### config.mk
export PLATFORM = sky130hd
export DESIGN_NAME = uart_rx
export DESIGN_NICKNAME = d
export VERILOG_FILES = /design/src/rtl/uart_rx.sv
export SDC_FILE = /design/constraint.sdc
export NUM_CORES = 1
export LEC_CHECK = 0
export CAP_MARGIN = 0
export CORE_UTILIZATION = 40
export CTS_CLUSTER_DIAMETER = 200
export DETAILED_ROUTE_END_ITERATION = 16
export MAX_ROUTING_LAYER = met4
export PLACE_DENSITY = 0.65
export SLEW_MARGIN = 40
export SYNTH_ARGS = -nofsm -noshare
export SYNTH_HDL_FRONTEND = slang
export SYNTH_SLANG_ARGS = --single-unit
### constraint.sdc
create_clock -name clk -period 3.3 [get_ports clk]
set_input_delay 0.33 -clock clk [delete_from_list [all_inputs] [get_ports clk]]
set_output_delay 0.33 -clock clk [all_outputs]
set_load 0.005 [all_outputs]
### src/rtl/uart_rx.sv
// uart_rx: 8-bit, LSB-first, single-stop-bit UART receiver.
// The asynchronous rx line goes through a two-flop synchronizer. The start
// bit is confirmed at mid-bit and every later bit is sampled at its centre.
// Each good byte is reported with a one-cycle valid strobe. A low stop bit
// produces a one-cycle frame_err strobe, and the receiver then waits for the
// line to return high.
// Optional feature macro: UART_RX_PARITY_EN adds an even-parity bit between
// the data bits and the stop bit, and drives parity_err.
// Handshake: there is no backpressure. valid is high for exactly one cycle,
// and data_out holds that byte until the next good frame. The consumer must
// capture data_out on or after valid and before the next valid.
// CLK_FREQ / BAUD_RATE must be at least 2.
module uart_rx #(
  parameter int unsigned CLK_FREQ  = 100_000_000,
  parameter int unsigned BAUD_RATE = 115_200
) (
  input  logic       clk,
  input  logic       ck_rst,
  input  logic       rx,
  output logic [7:0] data_out,
  output logic       valid,
  output logic       frame_err,
  output logic       parity_err,
  output logic       busy,
  output logic [2:0] dbg_state
);

  localparam int unsigned CLKS_PER_BIT = CLK_FREQ / BAUD_RATE;
  localparam int unsigned HALF_BIT     = CLKS_PER_BIT / 2;
  localparam int          CNT_W        = (CLKS_PER_BIT > 2) ? $clog2(CLKS_PER_BIT) : 1;

  localparam logic [CNT_W-1:0] FULL_LAST = CNT_W'(CLKS_PER_BIT - 1);
  localparam logic [CNT_W-1:0] HALF_LAST = CNT_W'(HALF_BIT - 1);
  localparam logic [CNT_W-1:0] CNT_ONE   = CNT_W'(1);

  typedef enum logic [2:0] {
    S_IDLE   = 3'd0,
    S_START  = 3'd1,
    S_DATA   = 3'd2,
    S_STOP   = 3'd3,
    S_BREAK  = 3'd4
`ifdef UART_RX_PARITY_EN
    ,
    S_PARITY = 3'd5
`endif
  } state_t;

  // Synchronizer stages. Both stages idle high, like the line.
  logic             sync1_q, sync1_d;
  logic             sync2_q, sync2_d;
  logic             rx_s;

  // Receiver state.
  state_t           state_q, state_d;
  logic [CNT_W-1:0] baud_cnt_q, baud_cnt_d;
  logic [2:0]       bit_cnt_q, bit_cnt_d;
  logic [7:0]       shift_q, shift_d;
  logic [7:0]       data_q, data_d;
  logic             valid_q, valid_d;
  logic             frame_err_q, frame_err_d;
  logic             busy_q, busy_d;
`ifdef UART_RX_PARITY_EN
  logic             par_bit_q, par_bit_d;
  logic             parity_err_q, parity_err_d;
`endif

  logic             half_done;
  logic             full_done;

  assign rx_s      = sync2_q;
  assign half_done = (baud_cnt_q == HALF_LAST);
  assign full_done = (baud_cnt_q == FULL_LAST);

  // Synchronizer next-state: shift the raw line through two stages.
  always_comb begin
    sync1_d = rx;
    sync2_d = sync1_q;
  end

  // Receive FSM next-state and registered-output logic.
  always_comb begin
    state_d     = state_q;
    baud_cnt_d  = baud_cnt_q;
    bit_cnt_d   = bit_cnt_q;
    shift_d     = shift_q;
    data_d      = data_q;
    valid_d     = 1'b0;
    frame_err_d = 1'b0;
`ifdef UART_RX_PARITY_EN
    par_bit_d    = par_bit_q;
    parity_err_d = 1'b0;
`endif

    case (state_q)
      S_IDLE: begin
        baud_cnt_d = '0;
        bit_cnt_d  = 3'd0;
        if (!rx_s) begin
          state_d = S_START;
        end
      end

      // Confirm the start bit half a bit later. A line that is high again
      // by then was a glitch.
      S_START: begin
        if (half_done) begin
          baud_cnt_d = '0;
          state_d    = rx_s ? S_IDLE : S_DATA;
        end else begin
          baud_cnt_d = baud_cnt_q + CNT_ONE;
        end
      end

      // Shift in LSB first: each new bit enters at the MSB.
      S_DATA: begin
        if (full_done) begin
          baud_cnt_d = '0;
          shift_d    = {rx_s, shift_q[7:1]};
          bit_cnt_d  = bit_cnt_q + 3'd1;
          if (bit_cnt_q == 3'd7) begin
`ifdef UART_RX_PARITY_EN
            state_d = S_PARITY;
`else
            state_d = S_STOP;
`endif
          end
        end else begin
          baud_cnt_d = baud_cnt_q + CNT_ONE;
        end
      end

`ifdef UART_RX_PARITY_EN
      S_PARITY: begin
        if (full_done) begin
          baud_cnt_d = '0;
          par_bit_d  = rx_s;
          state_d    = S_STOP;
        end else begin
          baud_cnt_d = baud_cnt_q + CNT_ONE;
        end
      end
`endif

      // Return to IDLE at the stop-bit centre, so a frame that follows
      // with no idle time is still caught.
      S_STOP: begin
        if (full_done) begin
          baud_cnt_d = '0;
          if (rx_s) begin
            data_d  = shift_q;
            valid_d = 1'b1;
`ifdef UART_RX_PARITY_EN
            parity_err_d = ^{shift_q, par_bit_q};
`endif
            state_d = S_IDLE;
          end else begin
            frame_err_d = 1'b1;
            state_d     = S_BREAK;
          end
        end else begin
          baud_cnt_d = baud_cnt_q + CNT_ONE;
        end
      end

      // A line held low (break) must not be read as a stream of frames.
      S_BREAK: begin
        baud_cnt_d = '0;
        if (rx_s) begin
          state_d = S_IDLE;
        end
      end

      default: begin
        state_d    = S_IDLE;
        baud_cnt_d = '0;
        bit_cnt_d  = 3'd0;
      end
    endcase

    busy_d = (state_d != S_IDLE);
  end

  // Register bank with asynchronous active-low reset.
  always_ff @(posedge clk or negedge ck_rst) begin
    if (!ck_rst) begin
      sync1_q     <= 1'b1;
      sync2_q     <= 1'b1;
      state_q     <= S_IDLE;
      baud_cnt_q  <= '0;
      bit_cnt_q   <= 3'd0;
      shift_q     <= 8'h00;
      data_q      <= 8'h00;
      valid_q     <= 1'b0;
      frame_err_q <= 1'b0;
      busy_q      <= 1'b0;
`ifdef UART_RX_PARITY_EN
      par_bit_q    <= 1'b0;
      parity_err_q <= 1'b0;
`endif
    end else begin
      sync1_q     <= sync1_d;
      sync2_q     <= sync2_d;
      state_q     <= state_d;
      baud_cnt_q  <= baud_cnt_d;
      bit_cnt_q   <= bit_cnt_d;
      shift_q     <= shift_d;
      data_q      <= data_d;
      valid_q     <= valid_d;
      frame_err_q <= frame_err_d;
      busy_q      <= busy_d;
`ifdef UART_RX_PARITY_EN
      par_bit_q    <= par_bit_d;
      parity_err_q <= parity_err_d;
`endif
    end
  end

  assign data_out  = data_q;
  assign valid     = valid_q;
  assign frame_err = frame_err_q;
  assign busy      = busy_q;
  assign dbg_state = state_q;
`ifdef UART_RX_PARITY_EN
  assign parity_err = parity_err_q;
`else
  assign parity_err = 1'b0;
`endif

  // The two strobes come from exclusive branches of the STOP state.
  a_strobe_exclusive: assert property (@(posedge clk) disable iff (!ck_rst)
    !(valid_q && frame_err_q));

  // busy is a registered copy of "state is not IDLE".
  a_busy_tracks_state: assert property (@(posedge clk) disable iff (!ck_rst)
    busy_q == (state_q != S_IDLE));

endmodule

== Yosys cells after proc, flatten, opt, wreduce, memory -nomap -nowiden ==
Cells that the tools add are included.

* Register bits after elaboration: 37
* Latch bits: 0
* Memory bits (writable): 0
* Memory bits (read-only): 0
* Input bits: 3
* Output and inout bits: 15
* Memories kept: 0

* Add/sub/neg operators: 2
* Multiply operators: 0
* Divide/modulo/power cells: 0
* Order comparisons: 0
* Equal/unequal tests: 8
* Shift-type cells: 0
* Mux-type cells: 20
* Bitwise operators: 1
* Reduce and logical (&&, ||, !) cells: 7

{| class="wikitable"
|+ Operator list
! kind !! number
|-
| 2-to-1 mux 3 bit || 8
|-
| 2-to-1 mux 10 bit || 2
|-
| one-hot mux 10 bit (2 select lines) || 1
|-
| one-hot mux 3 bit (5 select lines) || 1
|-
| adder 10 x 1 -> 10 bit (second input constant) || 1
|-
| == test 10 bit (second input constant) || 1
|-
| == test 10 x 9 -> 1 bit (second input constant) || 1
|-
| == test 3 x 2 -> 1 bit (second input constant) || 2
|-
| == test 3 bit (second input constant) || 2
|-
| 2-to-1 mux 1 bit || 6
|-
| one-hot mux 3 bit (2 select lines) || 1
|-
| AND reduction 2 bit || 2
|-
| adder 3 x 1 -> 3 bit (second input constant) || 1
|-
| == test 3 x 1 -> 1 bit (second input constant) || 1
|-
| zero test 3 bit || 1
|-
| AND reduction 3 bit || 1
|-
| nonzero test 3 bit || 1
|-
| OR reduction 3 bit || 1
|-
| 2-to-1 mux 2 bit || 1
|-
| inequality test 2 bit (second input constant) || 1
|-
| OR reduction 2 bit || 1
|-
| NOT 1 bit || 1
|}

== Logic depth before layout (Yosys ltp) ==
Gate-level depths: netlist of the first run.

* Depth after elaboration: 5
* Depth in mapped cells: 7
* Gate-level depth less buffers: 6

== Least setup slack after synthesis of the first run ==
No wires, ideal clock.

* Path type: register to register
* Start: reg baud_cnt_q[0]
* End: reg shift_q[0]
* Arrival time: 2.171 ns
* Data required time: 3.175 ns
* Setup slack: 1.004 ns
* Cell stages (with the launch flop): 6
* Buffers on the path: 0
* Cell sequence: dfrtp_1 ha_1 or4b_4 or3_4 nor3_4 mux2_2

* Longest elaborated chain between the ends: 2

{| class="wikitable"
|+ Ends and longest elaborated chain
! what !! RTL line !! source
|-
| start, declared || 55 || <nowiki>logic [CNT_W-1:0] baud_cnt_q, baud_cnt_d;</nowiki>
|-
| start signal, assigned || 204 || <nowiki>baud_cnt_q <= baud_cnt_d;</nowiki>
|-
| == test 10 bit || 72 || <nowiki>assign full_done = (baud_cnt_q == FULL_LAST);</nowiki>
|-
| AND reduction 2 bit (no line) || -- ||
|-
| end signal, assigned || 206 || <nowiki>shift_q <= shift_d;</nowiki>
|-
| end, declared || 57 || <nowiki>logic [7:0] shift_q, shift_d;</nowiki>
|}

Every way passes these cells.
A chain may end at the register's enable or synchronous reset.

== Final worst setup path of the first run ==
* Start: reg baud_cnt_q[0]
* End: reg data_q[6], in the netlist data_out[6]

* Longest elaborated chain between the ends: 2

{| class="wikitable"
|+ Ends and longest elaborated chain
! what !! RTL line !! source
|-
| == test 10 bit || 72 ||
|-
| AND reduction 3 bit (no line) || -- ||
|-
| end signal, assigned || 207 || <nowiki>data_q <= data_d;</nowiki>
|-
| end, declared || 58 || <nowiki>logic [7:0] data_q, data_d;</nowiki>
|}

Every way passes these cells.

==> reports/results.txt, run 1 <==
#FFs+latches synth -> 37
initial antenna violation count -> 0
Die Area -> 0.004445 mm^2
ys flop type -> dfrtp_1
cells after synthesis -> 144
Vias/cell -> 5.196
Crit Path Class -> flop to flop
GP Congestion -> 0.7625
Hold Vio Cnt, Final -> 0
syn nets -> 151
Cell Pwr Density -> 412.0 mW/mm^2
first-pass GRT wire length -> 4823 um
worst setup skew after layout -> 0.01038 ns
Layout Area Growth over Synthesis -> 18.62%
I/O pin count -> 18
Clock Root Buffer -> clkbuf_8
post-synth cell types -> 36
Max-Cap Viols -> 0
DRT iter0 DRCs -> 117
Clock Tree Buf Depth -> 2
Die Y-Extent -> 66.67 um
WP data arrival -> 2.70 ns
peak supply drop -> 0.2530 mV
First-pass DRT Iterations -> 4
Total Wirelength -> 2893 um
htree depth -> 2
most frequent cells in the layout -> dfrtp_1, nor2_1, mux2_2, clkdlybuf4s50_1, inv_1
Routed Antenna Nets -> 0
Final Instance Area -> 0.001984 mm^2
period utilization -> 0.7663
DR vias -> 1112
Area after DPL -> 0.001879 mm^2
critical path endpoint category -> flop
starting density of the core -> 0.4182
number of diodes -> 0
CTS Sinks -> 37
grt total ovfl -> 0
Cell Rows -> 23
PostCTS Resize Cnt -> 0
YS warnings -> 0
Pleak -> 0.8965 nW
fraction of registers with async set/reset -> 1.000
syn_area_per_cell -> 11.62 um^2
CTS tree -> done
Finish-stage setup viols -> 0
reg2reg setup slack -> 0.77 ns
Filler Cells Inserted -> 350
die width -> 66.67 um
status -> complete, no violations
unrepaired setup endpoints after global routing -> no
postcts setup bufs -> 0
Post-synth EDFFs -> 0
nets -> 170
Hold-fix buffers, CTS -> 0
Syn Std Cell Area -> 0.001673 mm^2
DP Wirelength -> 2065 um
Core Area -> 0.004000 mm^2
CP Data Required Time -> 3.47 ns
CP Max Fanout -> 9
clk slew on worst S/H paths -> 0.07 ns
GRT Util Overall -> 0.1504
DRC violations left -> 0
Skew-Pair Late Insertion Delay -> 0.28 ns
Fmax -> 0.3955 GHz
most common cell after layout, fill and taps aside -> dfrtp_1
Avg WL per Cell -> 13.52 um
Design Power -> 0.8175 mW
CP Launch Type -> flop
PortBufs -> 16
number of global-route vias before repair -> 1084
Final Hold Slack -> 0.3576 ns
largest net degree at the start of global routing -> 38
share of cells above drive strength 1 -> 0.2073
Period minus WS final -> 2.529 ns
worst min path class -> flop to flop
sequential area share after synthesis -> 0.5550
setup TNS -> 0 ns
Num CTS Buffers -> 5
pins over their slew limit -> 0
synth_stat cells, types with 2 or more instances:
library cell | count | share of area
nor2_1 | 20 | 0.045
ha_1 | 4 | 0.030
nor4_1 | 3 | 0.011
o32ai_1 | 3 | 0.016
nand3b_1 | 2 | 0.0090
dfstp_2 | 2 | 0.031
nand4_1 | 3 | 0.011
inv_1 | 8 | 0.018
a31oi_1 | 2 | 0.0075
nand2_1 | 4 | 0.0090
nor3_1 | 4 | 0.012
dfrtp_1 | 35 | 0.52
nand2b_1 | 3 | 0.011
o32a_1 | 2 | 0.012
a21oi_1 | 2 | 0.0060
xor2_1 | 2 | 0.010
xnor2_1 | 6 | 0.031
clkbuf_1 | 3 | 0.0067
nand3_1 | 4 | 0.012
mux2_2 | 16 | 0.11
per-stage QoR:
step           setup WS (ns)    util  std cells
6_report              0.7713  0.4961        214
2_1_floorplan          1.005       -        144
3_3_place_gp          0.8285  0.4698        206
4_1_cts               0.7689  0.4961        214
5_1_grt               0.6486  0.4961        214
3_5_place_dp          0.7664  0.4698        206
area by class of cell:
type / instances / area, um^2 / area share
sequential: 37 / 928.4 / 0.4678
multi-input combinational: 94 / 690.7 / 0.3480
timing repair buffer: 17 / 167.7 / 0.08449
clock buffer: 7 / 96.34 / 0.04855
tap: 50 / 62.56 / 0.03153
inverter: 8 / 30.03 / 0.01513
clock inverter: 1 / 8.758 / 0.004414
path summary, 6_finish.rpt:
kind,start,to,cells after the start
worst max-delay path,baud_cnt_q[0],data_out[6],5
worst min-delay path,sync1_q,rx_s,0
worst max register to register,baud_cnt_q[0],data_out[6],5
worst min register to register,sync1_q,rx_s,0
max in group asynchronous,ck_rst,rx_s,2
min in group asynchronous,ck_rst,busy,2
registers in the layout (all words and copies together), names as in the netlist:
register,flops
baud_cnt_q,10
bit_cnt_q,3
busy,1
data_out,8
dbg_state,3
frame_err,1
rx_s,1
shift_q,8
sync1_q,1
valid,1
layer usage:
| layer | track usage | vias to the layer above | share of wire |
|---|---|---|---|
| met5 | - | - | 0 |
| met4 | 0.05585 | 0 | 0.011 |
| met3 | 0.03596 | 5 | 0.027 |
| met2 | 0.2475 | 21 | 0.50 |
| met1 | 0.1781 | 548 | 0.46 |
| li1 | - | 538 | - |
logic make-up after synthesis:
kind of cell | synth area share
DFF | 0.5550
other | 0.002242
and+or+nand+nor | 0.1773
AOI/OAI and AO/OA | 0.05385
buffers and inverters | 0.03216
adders and majority gates | 0.02992
xor gates and xnor gates | 0.04189
muxes | 0.1077
power breakdown:
group          switching (mW)  internal, mW  total [mW]
combinational         0.00898       0.00339      0.0124
clock                   0.156         0.193       0.348
sequential            0.00147         0.455       0.457
total                   0.166         0.651       0.818
critical path: stages, from the launching register on:
cell and delay (ns):
dfrtp_1 0.41, ha_1 0.24, or4b_4 0.50, nor3_2 0.41, and3_1 0.48, mux2_2 0.38
Power figures use the tool's default switching activity.
==> run 2, diff against run 1 <==
==> constraint.sdc (replaced) <==
create_clock -name clk -period 2.4 [get_ports clk]
set_input_delay 0.24 -clock clk [delete_from_list [all_inputs] [get_ports clk]]
set_output_delay 0.24 -clock clk [all_outputs]
set_load 0.005 [all_outputs]
==> run 2 against run 1 <==
Combinational power grew 38%. Power grew 31%. Sequential share of layout area is 0.81 points lower. Register-to-register slack got worse by 0.67 ns. Non-clock buffer count grew 5. Count of clock-buffer cells in the layout is 1 lower. Worst hold slack got worse by 0.0011 ns. Global-route usage is 1.3 points higher. Critical path type unchanged. Largest cell class unchanged. Highest routed layer unchanged.
==> reports/results.txt, run 2 (same netlist as run 1, synthesis figures left out) <==
origin of the worst min-delay path -> sync1_q
Finish-stage setup viols -> 0 (unchanged)
reg2reg end -> shift_q[1]
CTS Sinks -> 37 (unchanged)
largest net degree at the start of global routing -> 38 (unchanged)
Num CTS Buffers -> 5 (unchanged)
Hold Vio Cnt, Final -> 0 (unchanged)
CTS tree -> done
PostCTS Resize Cnt -> 0 (unchanged)
number of global-route vias before repair -> 1144 (+5.5%)
starting density of the core -> 0.4182 (unchanged)
First-pass DRT Iterations -> 4 (unchanged)
WHS Endpoint -> rx_s
CP Launch Type -> flop
most frequent cells in the layout -> dfrtp_1, nor2_1, mux2_2, clkdlybuf4s50_1, inv_1
CP Max Fanout -> 8 (-1)
Filler Cells Inserted -> 345 (-1.4%)
Hold Path Stages -> 0 (unchanged)
R2R cell count -> 6 (+1)
CP Data Required Time -> 2.56 ns (-0.91 ns)
clk slew on worst S/H paths -> 0.06 ns (about the same)
PortBufs -> 16 (unchanged)
period utilization -> 0.9570 (+0.1907)
DRT iter0 DRCs -> 102 (-13%)
DR vias -> 1138 (+2.3%)
Clock Root Buffer -> clkbuf_8
Largest register FFs -> 10 (unchanged)
Fmax -> 0.4354 GHz (+10%)
number of diodes -> 0 (unchanged)
setup TNS -> 0 ns (unchanged)
CP Buf/Inv Count -> 1 (+1)
first-pass GRT wire length -> 5112 um (+6.0%)
DP Wirelength -> 2182 um (+5.7%)
Layout Area Growth over Synthesis -> 20.72%
I/O pin count -> 18 (unchanged)
Design Power -> 1.075 mW (+31%)
reg-to-reg startpoint -> baud_cnt_q[1]
worst min path class -> flop to flop
pins over their slew limit -> 0 (unchanged)
status -> complete, no violations
Core Area -> 0.004000 mm^2 (unchanged)
critical path endpoint category -> flop
Slowest-stage cell, CP -> or4b_4
Clock Tree Buf Depth -> 2 (unchanged)
Skew-Pair Late Insertion Delay -> 0.28 ns (about the same)
Pleak -> 0.9149 nW (+2.1%)
peak supply drop -> 0.3492 mV (+38%)
CP top delay family -> simple AND/OR/NAND/NOR gates
grt total ovfl -> 0 (unchanged)
reg2reg setup slack -> 0.10 ns (-0.67 ns)
htree depth -> 2 (unchanged)
most common cell after layout, fill and taps aside -> dfrtp_1
nets -> 175 (+2.9%)
Crit Path Class -> flop to flop
Cell Pwr Density -> 532.3 mW/mm^2 (+29%)
Vias/cell -> 5.220 (+0.46%)
Hold-fix buffers, CTS -> 0 (unchanged)
DRC violations left -> 0 (unchanged)
Die Area -> 0.004445 mm^2 (unchanged)
GRT Util Overall -> 0.1632 (+0.01278)
die width -> 66.67 um (unchanged)
Die Y-Extent -> 66.67 um (unchanged)
GP Congestion -> 0.8109 (+6.3%)
register bank with the most flops -> baud_cnt_q
Routed Antenna Nets -> 0 (unchanged)
Final Instance Area -> 0.002019 mm^2 (+1.8%)
WP data arrival -> 2.46 ns (-0.24 ns)
unrepaired setup endpoints after global routing -> no
Area after DPL -> 0.001909 mm^2 (+1.6%)
initial antenna violation count -> 0 (unchanged)
share of cells above drive strength 1 -> 0.2262 (+0.01887)
crit path cell chain -> ha_1 -> or4b_4 -> or3_4 -> nor3_4 -> buf_12 -> mux2_2
Period minus WS final -> 2.297 ns (-0.2320 ns)
Max-Cap Viols -> 0 (unchanged)
Avg WL per Cell -> 13.80 um (+2.1%)
worst setup skew after layout -> 0.006620 ns (-0.003758 ns)
Total Wirelength -> 3009 um (+4.0%)
Critical Path Start -> baud_cnt_q[1]
Cell Rows -> 23 (unchanged)
slowest cell delay on critical path -> 0.48 ns (-0.02 ns)
-- run 2: cell count changes in the layout (fill, tap and decap cells not counted) --
cell and delta:
inv_6 -1, buf_12 +1, clkbuf_8 -1, clkinvlp_4 +1, buf_4 +4
-- run 2: power breakdown --
group | internal (mW) | leakage, nW | switching (mW)
clock network | 0.227 | 0.0433 | 0.203
registers | 0.627 | 0.490 | 0.00192
logic | 0.00466 | 0.382 | 0.0125
-- run 2: final cells by class --
type / count / area [um^2] / area share
Sequential cell: 37 / 928.4 / 0.4597
Multi-Input combinational cell: 94 / 690.7 / 0.3420
Timing Repair Buffer: 22 / 217.7 / 0.1078
Clock buffer: 6 / 82.58 / 0.04089
Tap cell: 50 / 62.56 / 0.03098
Inverter: 8 / 30.03 / 0.01487
Clock inverter: 1 / 7.507 / 0.003717
-- run 2: worst max path at each step --
stage	to	depth (start not counted)	slack (ns)
6_report	shift_q[1]	6	0.10
2_1_floorplan	shift_q[0]	5	0.10
5_1_grt	shift_q[7]	6	0.06
4_1_cts	shift_q[1]	5	0.05
3_5_place_dp	shift_q[1]	5	0.002
3_3_place_gp	shift_q[5]	5	0.12
-- run 2: through the flow --
step                      utilization  instances  setup slack, ns  hold WS [ns]
after floorplan                     -        144           0.1045      -0.05559
after global placement         0.4773        210           0.1161        0.3467
after detailed placement       0.4773        210         0.002283        0.3482
after CTS                      0.4998        217          0.04541        0.3554
after global routing           0.5048        218          0.05814        0.3460
final                          0.5048        218           0.1033        0.3565
-- run 2: timing repair --
action                                  in CTS  in global routing
endpoints found under the setup margin       1                  1
buffers inserted                             0                  1
pin swaps                                    1                  1
-- run 2: worst register-to-register path: stages (launching register included) --
cell     delay [ns]
dfrtp_1        0.40
ha_1           0.19
or4b_4         0.48
or3_4          0.42
nor3_4         0.21
buf_12         0.15
mux2_2         0.33
-- run 2: routing by layer --
| metal | track usage | up-vias | wire [um] |
|---|---|---|---|
| li1 | - | 544 | - |
| met2 | 0.2626 | 19 | 1523 |
| met4 | 0.06649 | 0 | 25 |
| met1 | 0.1848 | 571 | 1351 |
| met3 | 0.05651 | 4 | 109 |
| met5 | - | - | 0 |
==> run 3, diff against run 2 <==
--- a/config.mk
+++ b/config.mk
@@ -6,11 +6,13 @@
 export NUM_CORES = 1
 export LEC_CHECK = 0
 export CAP_MARGIN = 0
+export CORE_MARGIN = 2
 export CORE_UTILIZATION = 40
 export CTS_CLUSTER_DIAMETER = 200
 export DETAILED_ROUTE_END_ITERATION = 16
 export MAX_ROUTING_LAYER = met4
 export PLACE_DENSITY = 0.65
+export SKIP_LAST_GASP = 1
 export SLEW_MARGIN = 40
 export SYNTH_ARGS = -nofsm -noshare
 export SYNTH_HDL_FRONTEND = slang
==> run 3 against run 2 <==
Utilization grew 0.16 points. Largest power group unchanged. Clock power grew 5.1%. Critical path type unchanged. Flip-flop and latch count is the same. Sequential share of layout area shrank 0.14 points. Final area grew 0.31%. Critical path depth is the same. Count of clock-buffer cells in the layout is the same. Via count grew 0.62%. Die area grew 6.1%. Final cell count grew 0.46%. Largest cell class unchanged. Global-route usage shrank 0.74 points. Power grew 2.0%.
==> reports/results.txt, run 3 (same netlist as run 1, synthesis figures left out) <==
status -> complete, no violations
PostCTS Resize Cnt -> 0 (unchanged)
critical path endpoint category -> flop
DRC violations left -> 0 (unchanged)
CP Buf/Inv Count -> 1 (unchanged)
Inst Count DP -> 210 (unchanged)
GP Congestion -> 0.8646 (+6.6%)
Hold Vio Cnt, Final -> 0 (unchanged)
Final Hold Slack -> 0.3509 ns (-0.005602 ns)
Die Y-Extent -> 68.67 um (+3.0%)
nets -> 175 (unchanged)
share of cells above drive strength 1 -> 0.2308 (+0.004579)
sw frac -> 0.2127 (+0.01071)
most common cell after layout, fill and taps aside -> dfrtp_1
Cell Pwr Density -> 541.4 mW/mm^2 (+1.7%)
Slowest-stage cell, CP -> or4b_4
htree depth -> 2 (unchanged)
NetSw -> 0.2332 mW (+7.4%)
Core Area -> 0.004000 mm^2 (unchanged)
Clock Power Share -> 0.411 (+0.012)
GRT Util Overall -> 0.1558 (-0.007357)
Avg WL per Cell -> 14.00 um (+1.4%)
CTS Sinks -> 37 (unchanged)
crit path cell chain -> ha_1 -> or4b_4 -> or3_4 -> nor3_4 -> buf_12 -> mux2_2
worst setup skew after layout -> 0.007549 ns (+0.0009284 ns)
setup ws final -> 0.1587 ns (+0.05537 ns)
Design Power -> 1.097 mW (+2.0%)
postcts setup bufs -> 0 (unchanged)
Layout Area Growth over Synthesis -> 21.09%
Skew-Pair Late Insertion Delay -> 0.29 ns (about the same)
combinational share of power -> 0.016 (about the same)
die width -> 68.67 um (+3.0%)
clk slew on worst S/H paths -> 0.07 ns (about the same)
WP data arrival -> 2.41 ns (-0.05 ns)
Period minus WS final -> 2.241 ns (-0.05537 ns)
slowest cell delay on critical path -> 0.48 ns (about the same)
number of global-route vias before repair -> 1103 (-3.6%)
Clock Root Buffer -> clkbuf_8
CP Launch Type -> flop
largest net degree at the start of global routing -> 38 (unchanged)
CP top delay family -> simple AND/OR/NAND/NOR gates
internal power -> 0.8634 mW (+0.65%)
final core occ -> 0.5064 (+0.001564)
peak supply drop -> 0.3323 mV (-4.8%)
DRT iter0 DRCs -> 91 (-11%)
setup TNS -> 0 ns (unchanged)
most frequent cells in the layout -> dfrtp_1, nor2_1, mux2_2, clkdlybuf4s50_1, inv_1
Largest register FFs -> 10 (unchanged)
Finish-stage setup viols -> 0 (unchanged)
Clock Tree Buf Depth -> 2 (unchanged)
Hold-fix buffers, CTS -> 0 (unchanged)
Filler Cells Inserted -> 336 (-2.6%)
Max-Cap Viols -> 0 (unchanged)
DP Worst Slack -> 0.01553 ns (+0.01325 ns)
I/O pin count -> 18 (unchanged)
CTS tree -> done
pins over their slew limit -> 0 (unchanged)
DR vias -> 1145 (+0.62%)
Pleak -> 0.9228 nW (+0.86%)
Final Instance Area -> 0.002026 mm^2 (+0.31%)
period utilization -> 0.9339 (-0.02307)
DP Wirelength -> 2127 um (-2.5%)
worst min path class -> input pin to flop
starting density of the core -> 0.4182 (unchanged)
Crit Path Class -> flop to flop
initial antenna violation count -> 0 (unchanged)
PortBufs -> 16 (unchanged)
grt total ovfl -> 0 (unchanged)
Cell Rows -> 23 (unchanged)
CP Max Fanout -> 8 (unchanged)
Routed Antenna Nets -> 0 (unchanged)
First-pass DRT Iterations -> 4 (unchanged)
Multi-input gate area -> 690.7 um^2 (unchanged)
Num CTS Buffers -> 5 (unchanged)
Final Non-Filler Cells -> 219 (+0.46%)
CP Data Required Time -> 2.57 ns (about the same)
Vias/cell -> 5.228 (+0.16%)
register area -> 928.4 um^2 (unchanged)
number of diodes -> 0 (unchanged)
Reg power frac -> 0.573 (-0.012)
Fmax -> 0.4462 GHz (+2.5%)
Total Wirelength -> 3066 um (+1.9%)
Area after DPL -> 0.001909 mm^2 (unchanged)
first-pass GRT wire length -> 5161 um (+0.96%)
register bank with the most flops -> baud_cnt_q
Die Area -> 0.004716 mm^2 (+6.1%)
unrepaired setup endpoints after global routing -> no
## run 3: cell types whose count changed in the layout (fill, tap and decap cells not counted)
cell	change
clkinv_2	+1
clkinv_4	+1
clkinvlp_4	-1
## run 3: cell type report
| cell class | count | area share |
|---|---|---|
| tap | 50 | 0.03088 |
| timing repair buffer | 22 | 0.1075 |
| clock buffer | 6 | 0.04077 |
| clock inverter | 2 | 0.006794 |
| multi-input combinational | 94 | 0.3410 |
| sequential | 37 | 0.4583 |
| inverter | 8 | 0.01482 |
## run 3: path summary, 6_finish.rpt
path / end / cells past startpoint / startpoint / slack (ns)
setup / recovery: shift_q[3] / 6 / baud_cnt_q[1] / 0.16
hold / removal: sync1_q / 1 / rx / 0.35
setup reg to reg: shift_q[3] / 6 / baud_cnt_q[1] / 0.16
hold reg to reg: rx_s / 0 / sync1_q / 0.36
max in group asynchronous: sync1_q / 2 / ck_rst / 1.68
min in group asynchronous: bit_cnt_q[2] / 2 / ck_rst / 0.38
## run 3: power by group through the flow
| stage | logic (mW) | registers (mW) | clock network [mW] |
|---|---|---|---|
| after floorplan | 0.00261 | 0.640 | 0 |
| after global placement | 0.0183 | 0.640 | 0 |
| after detailed placement | 0.0187 | 0.640 | 0 |
| after CTS | 0.0186 | 0.628 | 0.464 |
| after global routing | 0.0208 | 0.628 | 0.495 |
| final | 0.0176 | 0.628 | 0.451 |
## run 3: layer usage
metal	up-vias	track usage	routed length [um]
met2	31	0.2248	1479
met3	5	0.04870	140
met1	560	0.2015	1409
li1	549	-	-
met4	0	0.06750	37
met5	-	-	0
